`src/rtl/ddr_ctrl_pkg.sv`:
```
// Definitions shared by the DDR read and write controllers on the MIG user interface.
// Covers controller states, MIG command codes and frame-buffer geometry.
package ddr_ctrl_pkg;

  typedef enum logic [2:0] {
    IDLE = 3'b001,
    REQ  = 3'b010,
    XFER = 3'b100
  } ctrl_state_e;

  localparam logic [2:0] CMD_WR = 3'b000;
  localparam logic [2:0] CMD_RD = 3'b001;

  localparam int ADDR_STEP   = 8;
  localparam int DATA_W      = 256;
  localparam int ADDR_W      = 29;
  localparam int BURST_NUM   = 64;
  localparam int TOTAL_PIXEL = 1024 * 768 - 8;

endpackage

```
`src/rtl/ddr_addr_gen.sv`:
```
// Linear frame-buffer address counter: advances by ADDR_STEP per accepted command and
// wraps to 0 after TOTAL_PIXEL. Shared by the read and write controllers.
module ddr_addr_gen #(
  parameter int ADDR_W      = ddr_ctrl_pkg::ADDR_W,
  parameter int TOTAL_PIXEL = ddr_ctrl_pkg::TOTAL_PIXEL,
  parameter int ADDR_STEP   = ddr_ctrl_pkg::ADDR_STEP
) (
  input  logic              clk,
  input  logic              rst_n,
  input  logic              clr,
  input  logic              adv,
  output logic [ADDR_W-1:0] addr
);

  always_ff @(posedge clk or negedge rst_n) begin
    if (!rst_n) begin
      addr <= '0;
    end else if (clr) begin
      addr <= '0;
    end else if (adv) begin
      addr <= (addr == ADDR_W'(TOTAL_PIXEL)) ? '0 : addr + ADDR_W'(ADDR_STEP);
    end
  end

endmodule

```
`src/rtl/ddr_wr_ctrl.sv`:
```
// MIG write controller: arbitrates, then moves one burst of BURST_NUM beats from an FWFT FIFO
// into DDR. Define DDR_WR_FRAME_CLR_EN to add the wr_addr_clr frame-sync input.
module ddr_wr_ctrl #(
  parameter int TOTAL_PIXEL = ddr_ctrl_pkg::TOTAL_PIXEL,
  parameter int BURST_NUM   = ddr_ctrl_pkg::BURST_NUM,
  parameter int DATA_W      = ddr_ctrl_pkg::DATA_W,
  parameter int ADDR_W      = ddr_ctrl_pkg::ADDR_W
) (
  input  logic                ui_clk,
  input  logic                rst_n,
`ifdef DDR_WR_FRAME_CLR_EN
  input  logic                wr_addr_clr,
`endif
  input  logic                wr_start,
  output logic                wr_req,
  input  logic                wr_ack,
  output logic                wr_done,
  output logic                wr_busy,
  input  logic                wr_ddr_data_vld,
  input  logic [DATA_W-1:0]   wr_ddr_data,
  output logic                wr_ddr_data_req,
  output logic [2:0]          app_cmd,
  output logic                app_en,
  output logic [ADDR_W-1:0]   app_addr,
  input  logic                app_rdy,
  output logic [DATA_W-1:0]   app_wdf_data,
  output logic                app_wdf_wren,
  output logic                app_wdf_end,
  output logic [DATA_W/8-1:0] app_wdf_mask,
  input  logic                app_wdf_rdy
);

  import ddr_ctrl_pkg::*;

  localparam int CNT_W = $clog2(BURST_NUM + 1);

  ctrl_state_e      state_q, state_d;
  logic [CNT_W-1:0] cnt_data, cnt_cmd;
  logic             data_acc, cmd_acc, last_cmd, addr_clr;

  assign data_acc = app_wdf_wren && app_wdf_rdy;
  assign cmd_acc  = app_en && app_rdy;
  assign last_cmd = cmd_acc && (cnt_cmd == CNT_W'(BURST_NUM - 1));

  always_ff @(posedge ui_clk or negedge rst_n) begin
    if (!rst_n) begin
      state_q <= IDLE;
    end else begin
      state_q <= state_d;
    end
  end

  always_comb begin
    state_d = state_q;
    case (state_q)
      IDLE:    if (wr_start) state_d = REQ;
      REQ:     if (wr_ack)   state_d = XFER;
      XFER:    if (last_cmd) state_d = IDLE;
      default: state_d = IDLE;
    endcase
  end

  // Handshake and burst bookkeeping; wr_ack clearing wins over a new request.
  always_ff @(posedge ui_clk or negedge rst_n) begin
    if (!rst_n) begin
      wr_req   <= 1'b0;
      wr_done  <= 1'b0;
      cnt_data <= '0;
      cnt_cmd  <= '0;
    end else begin
      if (wr_ack) begin
        wr_req <= 1'b0;
      end else if (state_q == IDLE && wr_start) begin
        wr_req <= 1'b1;
      end
      wr_done <= last_cmd;
      if (last_cmd) begin
        cnt_data <= '0;
        cnt_cmd  <= '0;
      end else begin
        if (data_acc) cnt_data <= cnt_data + 1'b1;
        if (cmd_acc)  cnt_cmd  <= cnt_cmd + 1'b1;
      end
    end
  end

  assign wr_busy         = (state_q == XFER);
  assign app_wdf_wren    = wr_busy && (cnt_data < CNT_W'(BURST_NUM)) && wr_ddr_data_vld;
  assign wr_ddr_data_req = data_acc;
  assign app_wdf_data    = wr_ddr_data;
  assign app_wdf_end     = app_wdf_wren;
  assign app_wdf_mask    = '0;
  // A command may only cover a beat that has already been accepted.
  assign app_en          = wr_busy && (cnt_cmd < cnt_data);
  assign app_cmd         = CMD_WR;

`ifdef DDR_WR_FRAME_CLR_EN
  assign addr_clr = wr_addr_clr && (state_q == IDLE);
`else
  assign addr_clr = 1'b0;
`endif

  ddr_addr_gen #(
    .ADDR_W      (ADDR_W),
    .TOTAL_PIXEL (TOTAL_PIXEL),
    .ADDR_STEP   (ADDR_STEP)
  ) u_addr_gen (
    .clk   (ui_clk),
    .rst_n (rst_n),
    .clr   (addr_clr),
    .adv   (cmd_acc),
    .addr  (app_addr)
  );

endmodule

```
`config.mk`:
```
export PLATFORM = sky130hd
export DESIGN_NAME = ddr_wr_ctrl
export DESIGN_NICKNAME = d
export VERILOG_FILES = /design/src/rtl/ddr_ctrl_pkg.sv /design/src/rtl/ddr_addr_gen.sv /design/src/rtl/ddr_wr_ctrl.sv
export SDC_FILE = /design/constraint.sdc
export NUM_CORES = 1
export LEC_CHECK = 0
export CAP_MARGIN = 25
export CELL_PAD_IN_SITES_DETAIL_PLACEMENT = 0
export CELL_PAD_IN_SITES_GLOBAL_PLACEMENT = 1
export CORE_AREA = 10 10 221 223
export CTS_BUF_LIST = sky130_fd_sc_hd__clkbuf_16
export DETAILED_ROUTE_END_ITERATION = 10
export DIE_AREA = 0 0 231 233
export GPL_ROUTABILITY_DRIVEN = 0
export GPL_TIMING_DRIVEN = 0
export HOLD_SLACK_MARGIN = 0.1
export PLACE_DENSITY_LB_ADDON = 0.1
export SETUP_SLACK_MARGIN = 0.2
export SYNTH_ARGS = -nofsm -noshare
export SYNTH_HDL_FRONTEND = slang
export SYNTH_SLANG_ARGS = --single-unit
```
`constraint.sdc`:
```
create_clock -name ui_clk -period 6.35 [get_ports ui_clk]
set_input_delay 0.635 -clock ui_clk [delete_from_list [all_inputs] [get_ports ui_clk]]
set_output_delay 0.635 -clock ui_clk [all_outputs]
set_load 0.01 [all_outputs]
```
==> results of run 1 <==
## path summary, 6_finish.rpt
check,startpoint,end,slack [ps],cells past startpoint
worst max-delay path,cnt_cmd[2]$_DFFE_PN0P_,app_en,2870,6
worst min-delay path,rst_n,u_addr_gen.addr[25]$_DFFE_PN0P_,310,1
worst max register to register,cnt_cmd[2]$_DFFE_PN0P_,u_addr_gen.addr[15]$_DFFE_PN0P_,3640,8
worst min register to register,state_q[2]$_DFFE_PN0P_,state_q[1]$_DFFE_PN0P_,490,1
max in group asynchronous,rst_n,state_q[0]$_DFFE_PN1P_,5420,2
min in group ui_clk,state_q[2]$_DFFE_PN0P_,state_q[1]$_DFFE_PN0P_,490,1
## flip-flops by register name, summed over array words and instances (netlist names)
register         count
u_addr_gen.addr     26
wr_done              1
wr_req               1
cnt_cmd              7
cnt_data             7
state_q              3
## critical path, cell delays in order (launching register included)
cell	delay (ps)
sky130_fd_sc_hd__dfrtp_1	460
sky130_fd_sc_hd__ha_1	330
sky130_fd_sc_hd__nand2_1	50
sky130_fd_sc_hd__o21ai_0	510
sky130_fd_sc_hd__clkbuf_1	440
sky130_fd_sc_hd__a21oi_1	220
sky130_fd_sc_hd__clkdlybuf4s50_1	550
## area by class of cell
type                       count  area [µm²]
clock buffer                   5         125
inverter                      12        50.0
sequential                    45        1130
tap                          592         741
buffer                       301        2250
fill                        4969       35500
clock inverter                 3        38.8
timing repair buffer         296        2970
multi-input combinational    222        1370
## report_power, final
part           total [W]  internal, W  leakage (nW)  switching (W)
Clock           0.000304     0.000184        0.0850       0.000120
Sequential      0.000406     0.000336         0.573      0.0000704
Combinational   0.000598     0.000356          3.17       0.000242
## stage by stage
| step | hold slack [ps] | util [%] | worst slack, ps | total power [W] | instance area (µm²) |
|---|---|---|---|---|---|
| finish | 312 | 19.6 | 2870 | 0.00131 | 8670 |
| global route | 345 | 19.6 | 2670 | 0.00140 | 8670 |
| CTS | 327 | 19.6 | 2820 | 0.00134 | 8670 |
| detailed placement | 485 | 19.3 | 3140 | 0.00102 | 8500 |
| global placement | 489 | 19.2 | 2920 | 0.00103 | 8490 |
| floorplan | 339 | - | 4120 | 0.000712 | 4800 |
## logic make-up after synthesis
group | count (synthesis)
buffers and inverters | 313
flip-flops | 45
other | 1
AO/OA/AOI/OAI | 41
XOR/XNOR | 27
AND/OR/NAND/NOR | 107
adder cells (fa/ha/maj) | 9
## routing by layer
metal	wire [µm]	GRT usage (%)	part of all wire (%)	vias to the layer above
li1	-	-	-	2119
met1	8530	8.14	36	1952
met2	12800	14.9	54	259
met3	2330	3.44	9.8	2
met4	15	0.432	0.063	0
met5	0	0	0	-
## Yosys cell counts (3+ instances only)
cell type	number	area (µm²)
sky130_fd_sc_hd__nand2_1	22	82.6
sky130_fd_sc_hd__nor3_1	8	40.0
sky130_fd_sc_hd__and3_1	7	43.8
sky130_fd_sc_hd__a211oi_1	3	22.5
sky130_fd_sc_hd__o21ai_0	9	45.0
sky130_fd_sc_hd__dfrtp_1	44	1100
sky130_fd_sc_hd__nand4_1	12	75.1
sky130_fd_sc_hd__buf_4	295	2210
sky130_fd_sc_hd__nor2_1	20	75.1
sky130_fd_sc_hd__xor2_1	4	35.0
sky130_fd_sc_hd__clkbuf_1	4	15.0
sky130_fd_sc_hd__xnor2_1	23	201
sky130_fd_sc_hd__ha_1	9	113
sky130_fd_sc_hd__and4_1	4	35.0
sky130_fd_sc_hd__a21oi_1	12	60.1
sky130_fd_sc_hd__or4_1	4	30.0
sky130_fd_sc_hd__o31ai_1	3	22.5
sky130_fd_sc_hd__nand3_1	12	60.1
sky130_fd_sc_hd__inv_1	11	41.3
sky130_fd_sc_hd__nand3b_1	3	22.5
==> load_flow_metrics.sql, run 1 <==
INSERT INTO impl_metrics (metric_group, metric, value, unit) VALUES
('yosys', 'synth_enable_flop_cells', '0', ''),
('setup_path', 'required', '5710', 'ps'),
('route', 'drtAntennaViolNets', '0', ''),
('yosys', 'synth_cell_types', '48', ''),
('route', 'detailedRoute.firstPassIterationCount', '4', ''),
('yosys', 'synth-seq-area-share', '24.2', '%'),
('clock_network', 'htreeDepth', '2', ''),
('setup_path', 'endpoint_kind', 'output port', ''),
('timing', 'finalSetupViolations', '0', ''),
('route', 'detail_route.vias_per_cell', '2.93', ''),
('setup_path', 'setup.worst_path.class', 'flip-flop to output port', ''),
('die', 'chipHeight', '233', 'µm'),
('clock_network', 'cts_inserted_buffers', '5', ''),
('clock_network', 'cts.clk_slew.worst_paths', '70', 'ps'),
('outcome', 'run_status', 'finished, final reports clean', ''),
('clock_network', 'tritoncts', 'built', ''),
('clock_network', 'clkSinkCount', '45', ''),
('clock_network', 'clock_insertion_delay_worst_skew', '290', 'ps'),
('yosys', 'postSynthRegisterBits', '45', ''),
('global_routing', 'grt_first_pass_wirelength', '32.3', 'mm'),
('clock_network', 'post_cts_resized', '0', ''),
('yosys', 'synth-async-reset-ratio', '100', '%'),
('die', 'io_pins', '590', ''),
('pwr', 'largest_vdd_supply_drop', '0.0000968', 'V'),
('clock_network', 'cts_max_path_buffers', '2', ''),
('die', 'core-area', '44100', 'µm²'),
('yosys', 'dominantRegCellSynth', 'sky130_fd_sc_hd__dfrtp_1', ''),
('yosys', 'synthAdderAreaFrac', '2.42', '%'),
('setup_path', 'cp_max_fo', '10', ''),
('final_layout', 'layout.cells.most_common', 'sky130_fd_sc_hd__buf_4', ''),
('yosys', 'synth.mux.area_fraction', '0', '%'),
('pwr', 'cellLeakagePower', '3.83', 'nW'),
('timing', 'clock.fmax', '288', 'MHz'),
('die', 'die-area', '53800', 'µm²'),
('final_layout', 'nets', '1155', ''),
('yosys', 'synth.avg_cell_area', '8.58', 'µm²'),
('timing', 'finClkSkew', '9.29', 'ps'),
('yosys', 'synth_cells', '543', ''),
('final_layout', 'number_of_inserted_diodes', '0', ''),
('yosys', 'share_of_the_synthesized_area_in_compound_gates_ao_oa_aoi_oai', '6.61', '%'),
('timing', 'report.final.hold_viol_count', '0', ''),
('place', 'place.port_buffers', '295', ''),
('final_layout', 'final_cell_count_no_fill', '1476', ''),
('global_routing', 'grt_antenna_before_repair', '0', ''),
('route', 'via_count', '4332', ''),
('timing', 'worst_slew_pin_slew', '826', 'ps'),
('global_routing', 'globalRouteOverflowTotal', '0', ''),
('die', 'initial_core_util', '10.6', '%'),
('yosys', 'synth-simple-area-share', '12.3', '%'),
('final_layout', 'area.growth.synth_to_final', '86.1', '%'),
('global_routing', 'first_global_vias', '4661', ''),
('final_layout', 'mostFrequentLayoutCells', '295 x sky130_fd_sc_hd__buf_4, 294 x sky130_fd_sc_hd__clkdlybuf4s50_1, 44 x sky130_fd_sc_hd__dfrtp_1', ''),
('timing', 'worst_max_slew_margin_expressed_relative_to_the_limit', '44.8', '%'),
('yosys', 'synth_top_family_by_area', 'buffers and inverters', ''),
('place', 'dp_hpwl', '21.5', 'mm'),
('timing', 'fin_tns_setup', '0', 'ps'),
('setup_path', 'cp-start-kind', 'flip-flop', ''),
('job', 'maxCapViolCount', '0', ''),
('final_layout', 'layout-drive-gt1-share', '35.5', '%'),
('yosys', 'syn-cell-area', '4660', 'µm²'),
('yosys', 'synth_xor_xnor_area_share', '5.08', '%'),
('route', 'post_drt_wl_per_cell', '16.1', 'µm'),
('die', 'dieWidth', '231', 'µm'),
('yosys', 'total_number_of_yosys_warnings', '0', ''),
('setup_path', 'critPathArrivalTime', '2840', 'ps'),
('clock_network', 'root_buffer', 'sky130_fd_sc_hd__clkbuf_16', ''),
('die', 'core.rowCount', '77', ''),
('route', 'wl', '23.7', 'mm'),
('timing', 'maxSlewViolCount', '0', ''),
('timing', 'layout_min_cycle_time', '3480', 'ps'),
('route', 'first_iter_violations', '94', ''),
('clock_network', 'cts_setup_buffers', '0', ''),
('place', 'placed_cells', '1468', ''),
('hold_path', 'hp-class', 'input port to asynchronous set/reset pin', ''),
('timing', 'fin_crit_sh', '54.7', '%'),
('route', 'post-route-drc-count', '0', ''),
('global_routing', 'grt_start_max_net_pins', '28', ''),
('global_routing', 'grtUsageTotal', '7.84', '%'),
('timing', 'rsz_0062_raised_after_global_routing', 'no', ''),
('clock_network', 'cts_hold_repair.buffers', '0', ''),
('pwr', 'pwr_density_cell', '151', 'nW/µm²');
(Power assumes the default switching activity.)
==> inputs of run 2 (changes only) <==
- CORE_AREA: 10 10 221 223 -> 10 10 222 224
- DIE_AREA: 0 0 231 233 -> 0 0 232 234
- clock period: 6.35 -> 2.79 ns (I/O delays scaled with it)
==> run 2 against run 1 <==
Compared with the run above: clock skew decreased by 0.60 ps; sequential share of layout area about the same; combinational power increased by 130%; non-clock buffer count increased by 1; die area increased by 0.86%; critical endpoint is now app_wdf_wren.
==> load_flow_metrics.sql, run 2 (synthesis results as in run 1) <==
INSERT INTO impl_metrics (metric_group, metric, value, unit) VALUES
('setup_path', 'slowest_cell_delay_on_critical_path', '570', 'ps'),
('final_layout', 'number_of_inserted_diodes', '0', ''),
('hold_path', 'hp-class', 'input port to asynchronous set/reset pin', ''),
('setup_path', 'cp_num_buf_inv', '4', ''),
('pwr', 'pwr_density_cell', '335', 'nW/µm²'),
('place', 'place.port_buffers', '295', ''),
('die', 'core.rowCount', '78', ''),
('setup_path', 'path_delay_family', 'buffers and inverters', ''),
('timing', 'worst_max_slew_margin_expressed_relative_to_the_limit', '45.0', '%'),
('route', 'via_count', '4386', ''),
('timing', 'fin_crit_sh', '87.1', '%'),
('final_layout', 'layout-drive-gt1-share', '36.4', '%'),
('timing', 'worst_slew_pin_slew', '804', 'ps'),
('timing', 'finClkSkew', '8.70', 'ps'),
('die', 'io_pins', '590', ''),
('setup_path', 'required', '2510', 'ps'),
('final_layout', 'area.growth.synth_to_final', '86.4', '%'),
('route', 'wl', '23.8', 'mm'),
('final_layout', 'layout.core_utilization', '19.3', '%'),
('setup_path', 'r2r-start', 'cnt_data[6]$_DFFE_PN0P_', ''),
('place', 'dp_hpwl', '21.7', 'mm'),
('clock_network', 'htreeDepth', '2', ''),
('timing', 'finalSetupViolations', '0', ''),
('clock_network', 'tritoncts', 'built', ''),
('final_layout', 'final_cell_count_no_fill', '1485', ''),
('final_layout', 'fillers', '5018', ''),
('route', 'detailedRoute.firstPassIterationCount', '4', ''),
('die', 'dieWidth', '232', 'µm'),
('global_routing', 'grt_antenna_before_repair', '0', ''),
('final_layout', 'layout.cells.most_common', 'sky130_fd_sc_hd__buf_4', ''),
('pwr', 'p_seq_share', '31.8', '%'),
('place', 'placed_cells', '1476', ''),
('setup_path', 'slowest_stage', 'sky130_fd_sc_hd__clkdlybuf4s50_1', ''),
('setup_path', 'worstReg2RegEnd', 'cnt_cmd[4]$_DFFE_PN0P_', ''),
('clock_network', 'clock_insertion_delay_worst_skew', '290', 'ps'),
('clock_network', 'cts.clk_slew.worst_paths', '70', 'ps'),
('final_layout', 'max_reg_flops', '26', ''),
('final_layout', 'nets', '1156', ''),
('global_routing', 'grt_first_pass_wirelength', '31.7', 'mm'),
('final_layout', 'largest_register', 'u_addr_gen.addr', ''),
('route', 'detail_route.vias_per_cell', '2.95', ''),
('setup_path', 'cp_max_fo', '6', ''),
('die', 'initial_core_util', '10.4', '%'),
('pwr', 'clock_power_share', '20.2', '%'),
('final_layout', 'multiInputGateArea', '1390', 'µm²'),
('global_routing', 'grt_start_max_net_pins', '33', ''),
('timing', 'report.final.hold_viol_count', '0', ''),
('pwr', 'total_switching_power', '0.00100', 'W'),
('clock_network', 'root_buffer', 'sky130_fd_sc_hd__clkbuf_16', ''),
('final_layout', 'layout_top_registers', 'u_addr_gen.addr x26, cnt_cmd x7, cnt_data x7', ''),
('route', 'first_iter_violations', '112', ''),
('global_routing', 'globalRouteOverflowTotal', '0', ''),
('timing', 'rsz_0062_raised_after_global_routing', 'no', ''),
('setup_path', 'cp-start-kind', 'flip-flop', ''),
('setup_path', 'worstPathCellList', 'or3b_1 -> buf_6 -> clkinv_4 -> and3_1 -> buf_4 -> clkdlybuf4s50_1', ''),
('setup_path', 'critPathArrivalTime', '2150', 'ps'),
('die', 'core-area', '44900', 'µm²'),
('clock_network', 'cts_inserted_buffers', '5', ''),
('setup_path', 'setup.worst_path.class', 'flip-flop to output port', ''),
('setup_path', 'regToRegSetupSlack', '440', 'ps'),
('pwr', 'largest_vdd_supply_drop', '0.000224', 'V'),
('job', 'maxCapViolCount', '0', ''),
('place', 'placed_area', '8510', 'µm²'),
('timing', 'layout_min_cycle_time', '2430', 'ps'),
('setup_path', 'endpoint_kind', 'output port', ''),
('pwr', 'power_report.internal_total', '0.00191', 'W'),
('final_layout', 'finish.instance_area', '8680', 'µm²'),
('pwr', 'power.share.combinational', '48.0', '%'),
('setup_path', 'r2r_cells', '8', ''),
('clock_network', 'cts_max_path_buffers', '2', ''),
('final_layout', 'mostFrequentLayoutCells', '295 x sky130_fd_sc_hd__buf_4, 293 x sky130_fd_sc_hd__clkdlybuf4s50_1, 44 x sky130_fd_sc_hd__dfrtp_1', ''),
('pwr', 'swShare', '34.3', '%'),
('final_layout', 'layout.area.seq', '1130', 'µm²'),
('global_routing', 'first_global_vias', '4657', ''),
('timing', 'clock.fmax', '411', 'MHz'),
('route', 'drtAntennaViolNets', '0', ''),
('route', 'post_drt_wl_per_cell', '16.1', 'µm'),
('die', 'chipHeight', '234', 'µm'),
('timing', 'maxSlewViolCount', '0', ''),
('outcome', 'run_status', 'finished, final reports clean', ''),
('pwr', 'cellLeakagePower', '3.83', 'nW'),
('die', 'die-area', '54300', 'µm²'),
('clock_network', 'clkSinkCount', '45', ''),
('route', 'post-route-drc-count', '0', ''),
('global_routing', 'grtUsageTotal', '7.70', '%');
-- run 2: cell type report --
| cell class | count | area share [%] |
|---|---|---|
| repair buffers | 297 | 34.2 |
| multi-input cells | 222 | 16.0 |
| plain buffers | 301 | 25.9 |
| clock inverters | 3 | 0.130 |
| clock buffers | 5 | 1.44 |
| well taps | 600 | 8.65 |
| flip-flops and latches | 45 | 13.0 |
| inverters | 12 | 0.576 |
-- run 2: power by group through the flow --
stage	Combinational (W)	Clock (W)	Sequential, W
4_1_cts	0.00142	0.000636	0.000932
5_1_grt	0.00152	0.000656	0.000950
2_1_floorplan	0.000707	0	0.000914
6_report	0.00140	0.000589	0.000927
3_3_place_gp	0.00141	0	0.000946
3_5_place_dp	0.00141	0	0.000944
-- run 2: worst max-delay path by stage --
stage	from	to	slack, ps	cells after the start
4_1_cts	cnt_data[6]$_DFFE_PN0P_	app_en	250	7
5_1_grt	cnt_cmd[2]$_DFFE_PN0P_	wr_done$_DFF_PN0_	220	5
3_3_place_gp	rst_n	wr_req$_DFFE_PN0P_	-330	1
6_report	state_q[1]$_DFFE_PN0P_	app_wdf_wren	360	6
3_5_place_dp	cnt_cmd[2]$_DFFE_PN0P_	app_en	-20	6
2_1_floorplan	cnt_cmd[2]$_DFFE_PN0P_	u_addr_gen.addr[15]$_DFFE_PN0P_	580	8
-- run 2: metal layers --
metal	wire [µm]	track usage (%)
met1	8190	7.87
met2	13100	14.8
met3	2570	3.35
met4	36	0.490
met5	0	0
-- run 2: what timing repair did --
action	CTS	global route
setup endpoints to repair	13	20
setup buffers	0	0
hold buffers	1	0
gates cloned	0	0
endpoints found under the hold margin	13	0
gates resized for setup	6	9
-- run 2: worst register-to-register path, delay by kind of cell (launching register included) --
| kind | cells | cell delay [ps] |
|---|---|---|
| AOI/OAI and AO/OA | 2 | 630 |
| DFF | 1 | 340 |
| xor gates and xnor gates | 1 | 160 |
| buffers and inverters | 2 | 540 |
| and+or+nand+nor | 2 | 250 |
| adders and majority gates | 1 | 320 |
-- run 2: stage by stage --
step                      setup WS (ps)  hold slack [ps]  setup TNS, ps  total power, W
final                               359              442              0         0.00291
after global routing                221              502              0         0.00313
after detailed placement          -15.5              240          -15.5         0.00235
after CTS                           246              460              0         0.00299
after global placement             -330              498         -14420         0.00236
after floorplan                     579            -16.6              0         0.00162
==> inputs of run 3 (changes only) <==
- GPL_TIMING_DRIVEN: 0 -> not set
==> run 3 against run 2 <==
Compared with the run above: via count shrank 44%; final cell count shrank 37%; highest routed layer is now met5; first-iteration DRC count shrank 38%; count of clock-buffer cells in the layout is the same; total power shrank 27%; critical path depth shrank 2; sequential power grew 2%; core utilization shrank 11 points.
==> load_flow_metrics.sql, run 3 (synthesis results as in run 1) <==
INSERT INTO impl_metrics (metric_group, metric, value, unit) VALUES
('route', 'first_iter_violations', '69', ''),
('global_routing', 'grt_start_max_net_pins', '46', ''),
('clock_network', 'cts_hold_repair.buffers', '0', ''),
('final_layout', 'nets', '610', ''),
('final_layout', 'largest_register', 'u_addr_gen.addr', ''),
('setup_path', 'endpoint_kind', 'output port', ''),
('pwr', 'cellLeakagePower', '1.41', 'nW'),
('clock_network', 'cts_max_path_buffers', '2', ''),
('place', 'place.port_buffers', '39', ''),
('job', 'maxCapViolCount', '0', ''),
('clock_network', 'tritoncts', 'built', ''),
('setup_path', 'cp-start-kind', 'flip-flop', ''),
('final_layout', 'layout-drive-gt1-share', '10.0', '%'),
('final_layout', 'layout_top_registers', 'u_addr_gen.addr x26, cnt_cmd x7, cnt_data x7', ''),
('setup_path', 'required', '2510', 'ps'),
('setup_path', 'r2r_cells', '8', ''),
('timing', 'finClkSkew', '5.93', 'ps'),
('timing', 'fin_tns_setup', '0', 'ps'),
('final_layout', 'layout.core_utilization', '8.78', '%'),
('timing', 'worst_max_slew_margin_expressed_relative_to_the_limit', '53.3', '%'),
('die', 'io_pins', '590', ''),
('clock_network', 'cts_inserted_buffers', '5', ''),
('global_routing', 'first_global_vias', '2831', ''),
('timing', 'report.final.hold_viol_count', '0', ''),
('timing', 'clock.fmax', '420', 'MHz'),
('setup_path', 'cp_max_fo', '6', ''),
('final_layout', 'layout.cells.most_common', 'sky130_fd_sc_hd__dfrtp_1', ''),
('timing', 'rsz_0062_raised_after_global_routing', 'no', ''),
('setup_path', 'critPathArrivalTime', '2100', 'ps'),
('route', 'wl_met3', '2.33', 'mm'),
('final_layout', 'fillers', '5263', ''),
('route', 'detail_route.vias_per_cell', '2.63', ''),
('place', 'dp_hpwl', '12.5', 'mm'),
('clock_network', 'cts.clk_slew.worst_paths', '70', 'ps'),
('clock_network', 'clock_insertion_delay_worst_skew', '310', 'ps'),
('route', 'detailedRoute.firstPassIterationCount', '4', ''),
('pwr', 'pwr_density_cell', '543', 'nW/µm²'),
('route', 'wl_met1', '5.41', 'mm'),
('clock_network', 'htreeDepth', '2', ''),
('setup_path', 'slowest_stage', 'sky130_fd_sc_hd__clkdlybuf4s50_1', ''),
('timing', 'layout_min_cycle_time', '2380', 'ps'),
('route', 'drtAntennaViolNets', '0', ''),
('route', 'post-route-drc-count', '0', ''),
('global_routing', 'grt_antenna_before_repair', '0', ''),
('hold_path', 'hp-class', 'input port to asynchronous set/reset pin', ''),
('timing', 'fin_crit_sh', '85.2', '%'),
('route', 'top_metal_used', 'met5', ''),
('route', 'total_met2_wirelength_after_detailed_routing', '6.88', 'mm'),
('final_layout', 'number_of_inserted_diodes', '0', ''),
('die', 'dieWidth', '232', 'µm'),
('timing', 'maxSlewViolCount', '0', ''),
('global_routing', 'grt_first_pass_wirelength', '21.2', 'mm'),
('route', 'wl', '15.4', 'mm'),
('final_layout', 'mostFrequentLayoutCells', '43 x sky130_fd_sc_hd__dfrtp_1, 38 x sky130_fd_sc_hd__conb_1, 37 x sky130_fd_sc_hd__clkdlybuf4s50_1', ''),
('die', 'chipHeight', '234', 'µm'),
('global_routing', 'grtUsageTotal', '5.42', '%'),
('die', 'core-area', '44900', 'µm²'),
('route', 'via_count', '2474', ''),
('final_layout', 'final_cell_count_no_fill', '939', ''),
('final_layout', 'area.growth.synth_to_final', '-15.4', '%'),
('route', 'post_drt_wl_per_cell', '16.4', 'µm'),
('timing', 'worst_slew_pin_slew', '701', 'ps'),
('clock_network', 'clkSinkCount', '45', ''),
('setup_path', 'worstPathCellList', 'or3b_4 -> buf_4 -> nor2_1 -> clkdlybuf4s50_1', ''),
('place', 'placed_cells', '926', ''),
('pwr', 'largest_vdd_supply_drop', '0.000194', 'V'),
('die', 'initial_core_util', '10.4', '%'),
('setup_path', 'setup.worst_path.class', 'flip-flop to output port', ''),
('timing', 'finalSetupViolations', '0', ''),
('global_routing', 'globalRouteOverflowTotal', '0', ''),
('outcome', 'run_status', 'finished, final reports clean', ''),
('setup_path', 'slowest_cell_delay_on_critical_path', '590', 'ps'),
('die', 'die-area', '54300', 'µm²'),
('die', 'core.rowCount', '78', ''),
('clock_network', 'root_buffer', 'sky130_fd_sc_hd__clkbuf_16', ''),
('final_layout', 'max_reg_flops', '26', '');
[run 3: timing repair]
item                       in CTS  in global routing
setup buffers                   5                  0
gates resized for setup         9                  0
setup endpoints to repair       2                  0
[run 3: worst paths after layout]
| check | endpoint | slack [ps] | from |
|---|---|---|---|
| max reg2reg | u_addr_gen.addr[24]$_DFFE_PN0P_ | 420 | cnt_data[4]$_DFFE_PN0P_ |
| min reg2reg | state_q[1]$_DFFE_PN0P_ | 490 | state_q[2]$_DFFE_PN0P_ |
| min in group ui_clk | state_q[1]$_DFFE_PN0P_ | 490 | state_q[2]$_DFFE_PN0P_ |
| min | u_addr_gen.addr[28]$_DFFE_PN0P_ | 80 | rst_n |
| max | wr_ddr_data_req | 410 | state_q[1]$_DFFE_PN0P_ |
| max in group asynchronous | cnt_cmd[2]$_DFFE_PN0P_ | 2180 | rst_n |
[run 3: report_power, final]
group / switching, W / total (W) / internal, W
logic: 0.000316 / 0.000574 / 0.000257
clock network: 0.000297 / 0.000623 / 0.000326
registers: 0.000177 / 0.000942 / 0.000766
total: 0.000790 / 0.00214 / 0.00135
[run 3: per-layer routing]
metal | vias up | global-route usage (%)
li1 | 1031 | -
met1 | 1115 | 5.23
met2 | 244 | 8.18
met3 | 82 | 4.15
met4 | 2 | 3.00
met5 | - | 0.714
[run 3: final cells by class]
type / count / area (µm²) / area share, %
Clock buffer: 5 / 125 / 3.17
Clock inverter: 3 / 12.5 / 0.317
Inverter: 12 / 50.0 / 1.27
Multi-Input combinational cell: 222 / 1390 / 35.3
Sequential cell: 45 / 1130 / 28.6
Tap cell: 600 / 751 / 19.0
Timing Repair Buffer: 52 / 482 / 12.2
[run 3: critical path, delay by kind of cell (launching register included)]
kind / cells / cell delay [ps]
flops: 1 / 420
simple gates: 2 / 610
buf+inv: 2 / 760
[run 3: through the flow]
stage	instance area [µm²]	total power (W)	hold WS (ps)	worst slack [ps]
2_1_floorplan	4800	0.00162	-16.6	579
4_1_cts	3940	0.00221	136	328
3_3_place_gp	3750	0.00155	479	61.5
5_1_grt	3940	0.00230	156	202
6_report	3940	0.00214	82.7	412
3_5_place_dp	3750	0.00154	474	13.6
